--- src/rtl/serial_sub.sv ---
// serial_sub: bit-serial unsigned subtractor, LSB first, one bit per clock with start/busy/done handshake.
module serial_sub #(
    parameter int WIDTH = 8
) (
    input  logic             clk,
    input  logic             rst_n,
    input  logic             start,
    input  logic [WIDTH-1:0] a,
    input  logic [WIDTH-1:0] b,
    output logic             busy,
    output logic             done,
    output logic [WIDTH-1:0] diff,
    output logic             borrow
);
    localparam int CW = $clog2(WIDTH);
    typedef enum logic [1:0] {IDLE, RUN, DONE} state_t;
    state_t state, state_nxt;
    logic [WIDTH-1:0] a_sh, b_sh, r_sh;
    logic [CW-1:0] cnt;
    logic br, x, y, d, br_nxt, last;
    always_comb begin
        x      = a_sh[0];
        y      = b_sh[0];
        d      = x ^ y ^ br;
        br_nxt = (~x & y) | (~(x ^ y) & br);
        last   = cnt == CW'(WIDTH - 1);
    end
    always_ff @(posedge clk or negedge rst_n)
        if (!rst_n) state <= IDLE;
        else        state <= state_nxt;
    always_comb
        state_nxt = (state == IDLE && start) ? RUN  :
                    (state == RUN && last)   ? DONE :
                    (state == DONE)          ? IDLE : state;
    always_comb begin
        busy = state == RUN;
        done = state == DONE;
    end
    always_ff @(posedge clk or negedge rst_n) begin
        if (!rst_n) begin
            a_sh   <= '0;
            b_sh   <= '0;
            r_sh   <= '0;
            br     <= 1'b0;
            cnt    <= '0;
            diff   <= '0;
            borrow <= 1'b0;
        end else if (state == IDLE && start) begin
            a_sh <= a;
            b_sh <= b;
            br   <= 1'b0;
            cnt  <= '0;
        end else if (state == RUN) begin
            a_sh <= a_sh >> 1;
            b_sh <= b_sh >> 1;
            r_sh <= {d, r_sh[WIDTH-1:1]};
            br   <= br_nxt;
            cnt  <= cnt + 1'b1;
            if (last) begin
                diff   <= {d, r_sh[WIDTH-1:1]};
                borrow <= br_nxt;
            end
        end
    end
endmodule

--- config.mk ---
export PLATFORM = sky130hd
export DESIGN_NAME = serial_sub
export DESIGN_NICKNAME = d
export VERILOG_FILES = /design/src/rtl/serial_sub.sv
export SDC_FILE = /design/constraint.sdc
export NUM_CORES = 1
export LEC_CHECK = 0
export ABC_AREA = 1
export BUFFER_PORTS_ARGS = -buffer_cell sky130_fd_sc_hd__buf_2
export CAP_MARGIN = 40
export CELL_PAD_IN_SITES_DETAIL_PLACEMENT = 0
export CELL_PAD_IN_SITES_GLOBAL_PLACEMENT = 1
export CORE_ASPECT_RATIO = 0.5
export CORE_MARGIN = 3
export CORE_UTILIZATION = 36
export CTS_CLUSTER_SIZE = 25
export DETAILED_ROUTE_END_ITERATION = 10
export PLACE_DENSITY_LB_ADDON = 0.1
export REMOVE_ABC_BUFFERS = 1
export SYNTH_ARGS = -nofsm -noshare
export SYNTH_HDL_FRONTEND = slang
export SYNTH_SLANG_ARGS = --single-unit
--- constraint.sdc ---
create_clock -name clk -period 1.1 [get_ports clk]
set_clock_uncertainty 0.05 [all_clocks]
set_input_delay 0.11 -clock clk [delete_from_list [all_inputs] [get_ports clk]]
set_output_delay 0.11 -clock clk [all_outputs]
set_load 0.02 [all_outputs]
==> out/results.env, run 1 <==
OUTCOME='finished with violations'
VIOLATIONS='setup timing'
TOTAL_LEAKAGE_POWER_nW=1.47
CLOCK_TREE_FROM_TRITONCTS='yes'
YOSYS.AREA.TOP_TYPE_SHARE_PCT=53.5
YOSYS.AREA.TOP_TYPE='dfrtp_1'
PIN_COUNT_OF_THE_BIGGEST_NET_ENTERING_GLOBAL_ROUTING=39
WORSTSETUPPATHTYPE='flip-flop to flip-flop'
WORST_SETUP_PATH_START_KIND='flip-flop'
ROUTE.DETAILED.DRC=0
FIN_CRIT_PS=1330
FINALNETCOUNT=308
CRIT-REG2REG-LAUNCH='state[0]'
BOUNDARYPINS=30
IRDROPWORSTVDD_uV=889
SYNTH_SEQ_CELLS=38
DIE_WIDTH_UM=105
GLOBALROUTEMET3UTIL_PCT=4.17
SYNTH.YOSYS.SEQ_AREA_SHARE_PCT=53.5
CLOCK_TREE.ROOT_CELL='clkbuf_8'
PLACEMENTROWS=17
PLACE.GP.CONGESTION=0.696
GRT_PASS1_WL_MM=7.55
SYNTHDISTINCTLIBCELLS=15
FIRST_ITER_VIOLATIONS=50
WORST_SETUP_PATH_STARTPOINT='state[0]'
RR_WORST_DEPTH=7
COREAREA_UM2=4570
POSTLAYOUTCELLAREA_UM2=2760
TIMING.SETUP.TNS_PS=-5510
START_UTIL_PCT=38.9
CLK-INSERTION-DELAY-LATE_PS=290
DIE_AREA_UM2=5870
MIN_PATH_CELLS=5
PLACE_WS_PS=-146
CRITICAL_PATH_RT_PS=1250
POSTSYNTH.ASYNCRESETSHARE_PCT=100
DETAILEDROUTE.FIRSTPASSITERATIONCOUNT=4
SYNTH.YOSYS.WARNINGS=0
SYNTH-MAIN-FF-CELL='dfrtp_1'
NUMPLACEDINSTANCES=321
GRT_SETUP_UNREPAIRED='yes'
CTS.CLK_SLEW.WORST_PATHS_PS=80
DRTANTENNAVIOLNETS=0
FIRST_GLOBAL_VIAS=1552
ANTENNA_FOUND_INITIAL=0
FINAL_CRITICAL_PATH_SETUP_SLACK_PS=-226
DIEHEIGHT_UM=55.7
CTSHTREEMAXLEVEL=2
WORST-ENDPOINT-ARRIVAL_PS=1470
TOTALWIRELENGTH_MM=4.62
SYN_INST=221
TIMING.HOLD.WORST.CLASS='primary input to flip-flop'
FINALSETUPVIOLCOUNT=37
RELSLEWSLACK_PCT=84.3
MIN-DELAY-START='b[3]'
SLEW_VIOLATIONS=0
SYNTH_AREA_LEADERS='dfrtp_1, nand2_1, nand3_1'
SYNTH-EDFF-COUNT=0
CTS_INSERTED_BUFFERS=5
CTSLONGESTPATHBUFFERS=2
NETLIST_TOP_CELLS_COUNT='nand2_1, dfrtp_1, nand3_1'
DRT-WIRELENGTH-PER-CELL_UM=13.1
DP.FINAL_HPWL_MM=2.53
POST-ROUTE-PERIOD-UTIL_PCT=121
POSTLAYOUTCOREUTIL_PCT=60.3
GRT_UTIL_MET1_PCT=22.5
DIODE_INSERTION_COUNT_FOR_ANTENNA_REPAIR=0
MAXCAPVIOLATIONS=0
SYNTH.AVG_CELL_AREA_UM2=8.05
SYNTH_AREA_UM2=1780
GRT_MOST_USED_LAYER='met2'
WORST_SLEW_PIN_SLEW_PS=236
TRACK_USAGE_PCT=16.4
AREA_GROWTH_PCT=55.1
FINAL-HOLD-VIOLATION-COUNT=0
FILL_CELLS=418
CRIT_PATH_MAX_FO=5
NUMPORTBUFFERS=29
FINAL_LAYOUT_SIZE_SUFFIX_GT1_SHARE_PCT=44.9
ACHIEVABLE_CLOCK_FREQUENCY_MHz=754
FINALNONFILLERCELLS=353
ENDPOINT_KIND='flip-flop'
GRT_OVERFLOW=0
GLOBALROUTEMET2UTIL_PCT=25.4
DPL_CELL_AREA_UM2=2070
SYNTHMOSTINSTANTIATEDCELL='nand2_1'
DR_TOTAL_VIAS=1599
CELLPOWERDENSITY_nW_PER_UM2=2890
ROUTE.DETAILED.VIAS_PER_INST=4.53
CTS.SINK_COUNT=38
## cell usage in the layout, fill, tap and decap left out, drive strengths merged
cell type	instances
clkbuf	8
clkinv	1
clkinvlp	1
dfrtp	38
nor2	4
fa	1
ha	2
a21oi	1
nand3	30
o21ai	10
nand2	103
buf	61
inv	22
dlygate4sd3	5
## where the power goes
part / switching [mW] / internal, mW
Sequential: 0.402 / 2.02
Clock: 0.525 / 0.504
Combinational: 2.30 / 2.22
Total: 3.23 / 4.74
## path summary, 6_finish.rpt
check,to,slack [ps]
max,b_sh[6],-230
min,b_sh[3],40
max reg2reg,b_sh[6],-230
min reg2reg,diff[2],410
max in group asynchronous,state[1],530
min in group asynchronous,diff[4],260
## through the flow
step / total power [mW] / hold slack (ps)
2_1_floorplan: 4.00 / -236
3_3_place_gp: 5.03 / 45.9
3_5_place_dp: 5.06 / 49.1
4_1_cts: 7.10 / 44.8
5_1_grt: 8.56 / 67.1
6_report: 7.97 / 42.7
## state kept, by name (all words and copies together) (netlist names)
| signal | cells |
|---|---|
| a_sh | 8 |
| b_sh | 8 |
| diff | 8 |
| r_sh | 7 |
| cnt | 3 |
| state | 2 |
| borrow | 1 |
| br | 1 |
## worst max-delay path, cell delays in order (launching register included)
cell and delay [ps]:
dfrtp_2 450, buf_6 140, nor2_4 140, buf_4 160, buf_16 110, nand3_1 60
nand2_1 70, nand2_1 40
## kinds of logic after synthesis
family / after synthesis / share of synthesized area (%)
flops: 38 / 53.5
simple gates: 136 / 31.9
fa+ha+maj: 3 / 2.53
compound gates: 11 / 3.10
buf+inv: 33 / 8.94
## routing by layer
layer	vias up	wire length, um
met2	30	2220
met1	753	2200
li1	811	-
met5	-	0
met4	0	48
met3	5	162
## repair_timing
action | CTS | global route
hold buffers | 5 | 0
cloned | 3 | 2
resized for setup | 47 | 46
endpoints found under the hold margin | 42 | 0
pin swaps | 19 | 28
buffers inserted | 10 | 4
setup endpoints to repair | 33 | 40
## layout make-up
class                      count  area (um^2)  share of cell area (%)
sequential                    38          952                    34.5
multi-input combinational    151          907                    32.9
timing repair buffer          68          631                    22.9
inverter                      22         90.1                    3.27
clock buffer                   6         82.6                    2.99
tap                           66         82.6                    2.99
clock inverter                 2         12.5                   0.454
Note: power is estimated with default switching activity, not from simulation.
==> run 2, diff against run 1 <==
Settings changed: CORE_ASPECT_RATIO 0.5 to 0.75.
==> run 2 against run 1 <==
Largest power group unchanged. Worst hold slack lost 35 ps. Setup slack gained 27 ps. Die area shrank 0.73%. Register-to-register slack gained 30 ps. Via count shrank 2.2%. Non-clock buffer count shrank 4. The run still ends with setup timing left.
==> out/results.env, run 2 (synthesized netlist as in run 1, its figures left out) <==
TRACK_USAGE_PCT=16.7  # +0.31 points
FIN_CRIT_PS=1300  # -27.2 ps
FIRST_ITER_VIOLATIONS=62  # +24%
CRITICAL_PATH_RT_PS=1230  # -20 ps
PIN_COUNT_OF_THE_BIGGEST_NET_ENTERING_GLOBAL_ROUTING=29  # -26%
POSTLAYOUTCELLAREA_UM2=2620  # -4.9%
ENDPOINT_KIND='flip-flop'
FINAL_LAYOUT_SIZE_SUFFIX_GT1_SHARE_PCT=41.0  # -4.0 points
TOP_REGS='a_sh x8, b_sh x8, diff x8'
PLACE_WS_PS=-154  # -8.13 ps
CTSLONGESTPATHBUFFERS=2  # unchanged
IRDROPWORSTVDD_uV=1230  # +39%
GRT_SETUP_UNREPAIRED='yes'
GRT_PASS1_WL_MM=7.38  # -2.3%
CTSHTREEMAXLEVEL=2  # unchanged
GRT_OVERFLOW=0  # unchanged
DPL_CELL_AREA_UM2=2080  # +0.42%
AREA_GROWTH_PCT=47.6
WORST_SETUP_PATH_START_KIND='flip-flop'
NUMPLACEDINSTANCES=313  # -2.5%
DIODE_INSERTION_COUNT_FOR_ANTENNA_REPAIR=0  # unchanged
ROUTE.DETAILED.DRC=0  # unchanged
FINALNETCOUNT=304  # -1.3%
DIEHEIGHT_UM=66.9  # +20%
TOTALWIRELENGTH_MM=4.36  # -5.7%
POST-ROUTE-PERIOD-UTIL_PCT=118  # -2.5 points
CTS.SINK_COUNT=38  # unchanged
DIE_WIDTH_UM=87.2  # -17%
DIE_AREA_UM2=5830  # -0.73%
CELLPOWERDENSITY_nW_PER_UM2=2890  # about the same
FINALSETUPVIOLCOUNT=39  # +5.4%
TIMING.CRITICAL_PATH.CELLS='buf_6 -> nor2_4 -> buf_6 -> nand3_1 -> nand2_1 -> nand2_1'
START_UTIL_PCT=38.7  # -0.21 points
CLOCK_TREE.ROOT_CELL='clkbuf_8'
TIMING.HOLD.WORST.CLASS='primary input to flip-flop'
CLOCK_TREE_FROM_TRITONCTS='yes'
BOUNDARYPINS=30  # unchanged
CLK-INSERTION-DELAY-LATE_PS=290  # about the same
FIRST_GLOBAL_VIAS=1529  # -1.5%
TIMING.CRITICAL_PATH.SLOWEST_STAGE_CELL='dfrtp_2'
WORSTSETUPPATHTYPE='flip-flop to flip-flop'
PLACE.GP.CONGESTION=0.690  # -0.76%
OUTCOME='finished with violations'
RELSLEWSLACK_PCT=80.7  # -3.6 points
WORST-ENDPOINT-ARRIVAL_PS=1430  # -40 ps
SLEW_VIOLATIONS=0  # unchanged
DP.FINAL_HPWL_MM=2.66  # +4.9%
WORST_PATH_LARGEST_CELL_DELAY_PS=450  # about the same
FINALNONFILLERCELLS=340  # -3.7%
LAYOUT.CELLS.MOST_COMMON='nand2_1'
CRIT_PATH_MAX_FO=7  # +2
WORST_SLEW_PIN_SLEW_PS=289  # +53.8 ps
MAXCAPVIOLATIONS=0  # unchanged
FINALPOWER_mW=7.59  # -4.8%
COREAREA_UM2=4600  # +0.55%
ANTENNA_FOUND_INITIAL=0  # unchanged
ACHIEVABLE_CLOCK_FREQUENCY_MHz=770  # +2.1%
CRITICAL_PATH_BUFFER_AND_INVERTER_COUNT=2  # -1
DETAILEDROUTE.FIRSTPASSITERATIONCOUNT=4  # unchanged
MIN_HOLD_SLACK_PS=8.08  # -34.6 ps
DR_TOTAL_VIAS=1564  # -2.2%
DRTANTENNAVIOLNETS=0  # unchanged
PLACEMENTROWS=21  # +4
VIOLATIONS='setup timing'
POSTLAYOUTCOREUTIL_PCT=57.1  # -3.2 points
CTS.CLK_SLEW.WORST_PATHS_PS=70  # about the same
CRIT_FAMILY='flip-flops'
NUMPORTBUFFERS=29  # unchanged
CTS_INSERTED_BUFFERS=5  # unchanged
FINAL_CRITICAL_PATH_SETUP_SLACK_PS=-198  # +27.2 ps
FINAL-HOLD-VIOLATION-COUNT=0  # unchanged
TIMING.SETUP.TNS_PS=-4340  # +1170 ps
MOSTFREQUENTLAYOUTCELLS='nand2_1, dfrtp_1, buf_2, inv_1'
DRT-WIRELENGTH-PER-CELL_UM=12.8  # -2.1%
ROUTE.DETAILED.VIAS_PER_INST=4.60  # +1.6%
TOTAL_LEAKAGE_POWER_nW=1.44  # -2.1%
==> run 2: worst paths after layout <==
| kind | slack (ps) | end | from | depth (start not counted) |
|---|---|---|---|---|
| worst max-delay path | -200 | a_sh[4] | state[0] | 6 |
| worst min-delay path | 8 | a_sh[7] | a[7] | 3 |
| worst max register to register | -200 | a_sh[4] | state[0] | 6 |
| worst min register to register | 420 | diff[4] | diff[4] | 2 |
| max in group asynchronous | 360 | state[0] | rst_n | 3 |
| min in group asynchronous | 190 | diff[6] | rst_n | 2 |
==> run 2: final cells by class <==
cell class,count,area [um^2]
clock buffer,7,76.3
sequential,38,952
clock inverter,1,30.0
timing repair buffer,64,526
fill,438,1970
inverter,22,90.1
tap,57,71.3
multi-input combinational,151,878
==> run 2: tightest hold or removal path: cells and delay by family <==
kind                   cells  cell delay (ps)
and+or+nand+nor            2              120
buffers and inverters      1               70
==> run 2: repair_timing <==
action,4_1_cts,5_1_grt
buffers inserted,7,7
gates cloned,3,2
setup endpoints to repair,40,40
hold buffers,3,0
resized for setup,51,32
hold endpoints to repair,40,0
pin swaps,18,11
==> run 2: layer usage <==
| metal | share of wire [%] | GRT usage [%] | up-vias | wire length [um] |
|---|---|---|---|---|
| li1 | - | - | 812 | - |
| met1 | 53 | 23.1 | 727 | 2300 |
| met2 | 43 | 25.9 | 20 | 1860 |
| met3 | 3.8 | 4.57 | 5 | 166 |
| met4 | 0.78 | 4.02 | 0 | 34 |
| met5 | 0 | 0 | - | 0 |
==> run 2: power by group <==
group	switching, mW	leakage, nW	internal (mW)
registers	0.390	0.482	2.02
logic	2.15	0.902	1.87
clock network	0.482	0.0524	0.679
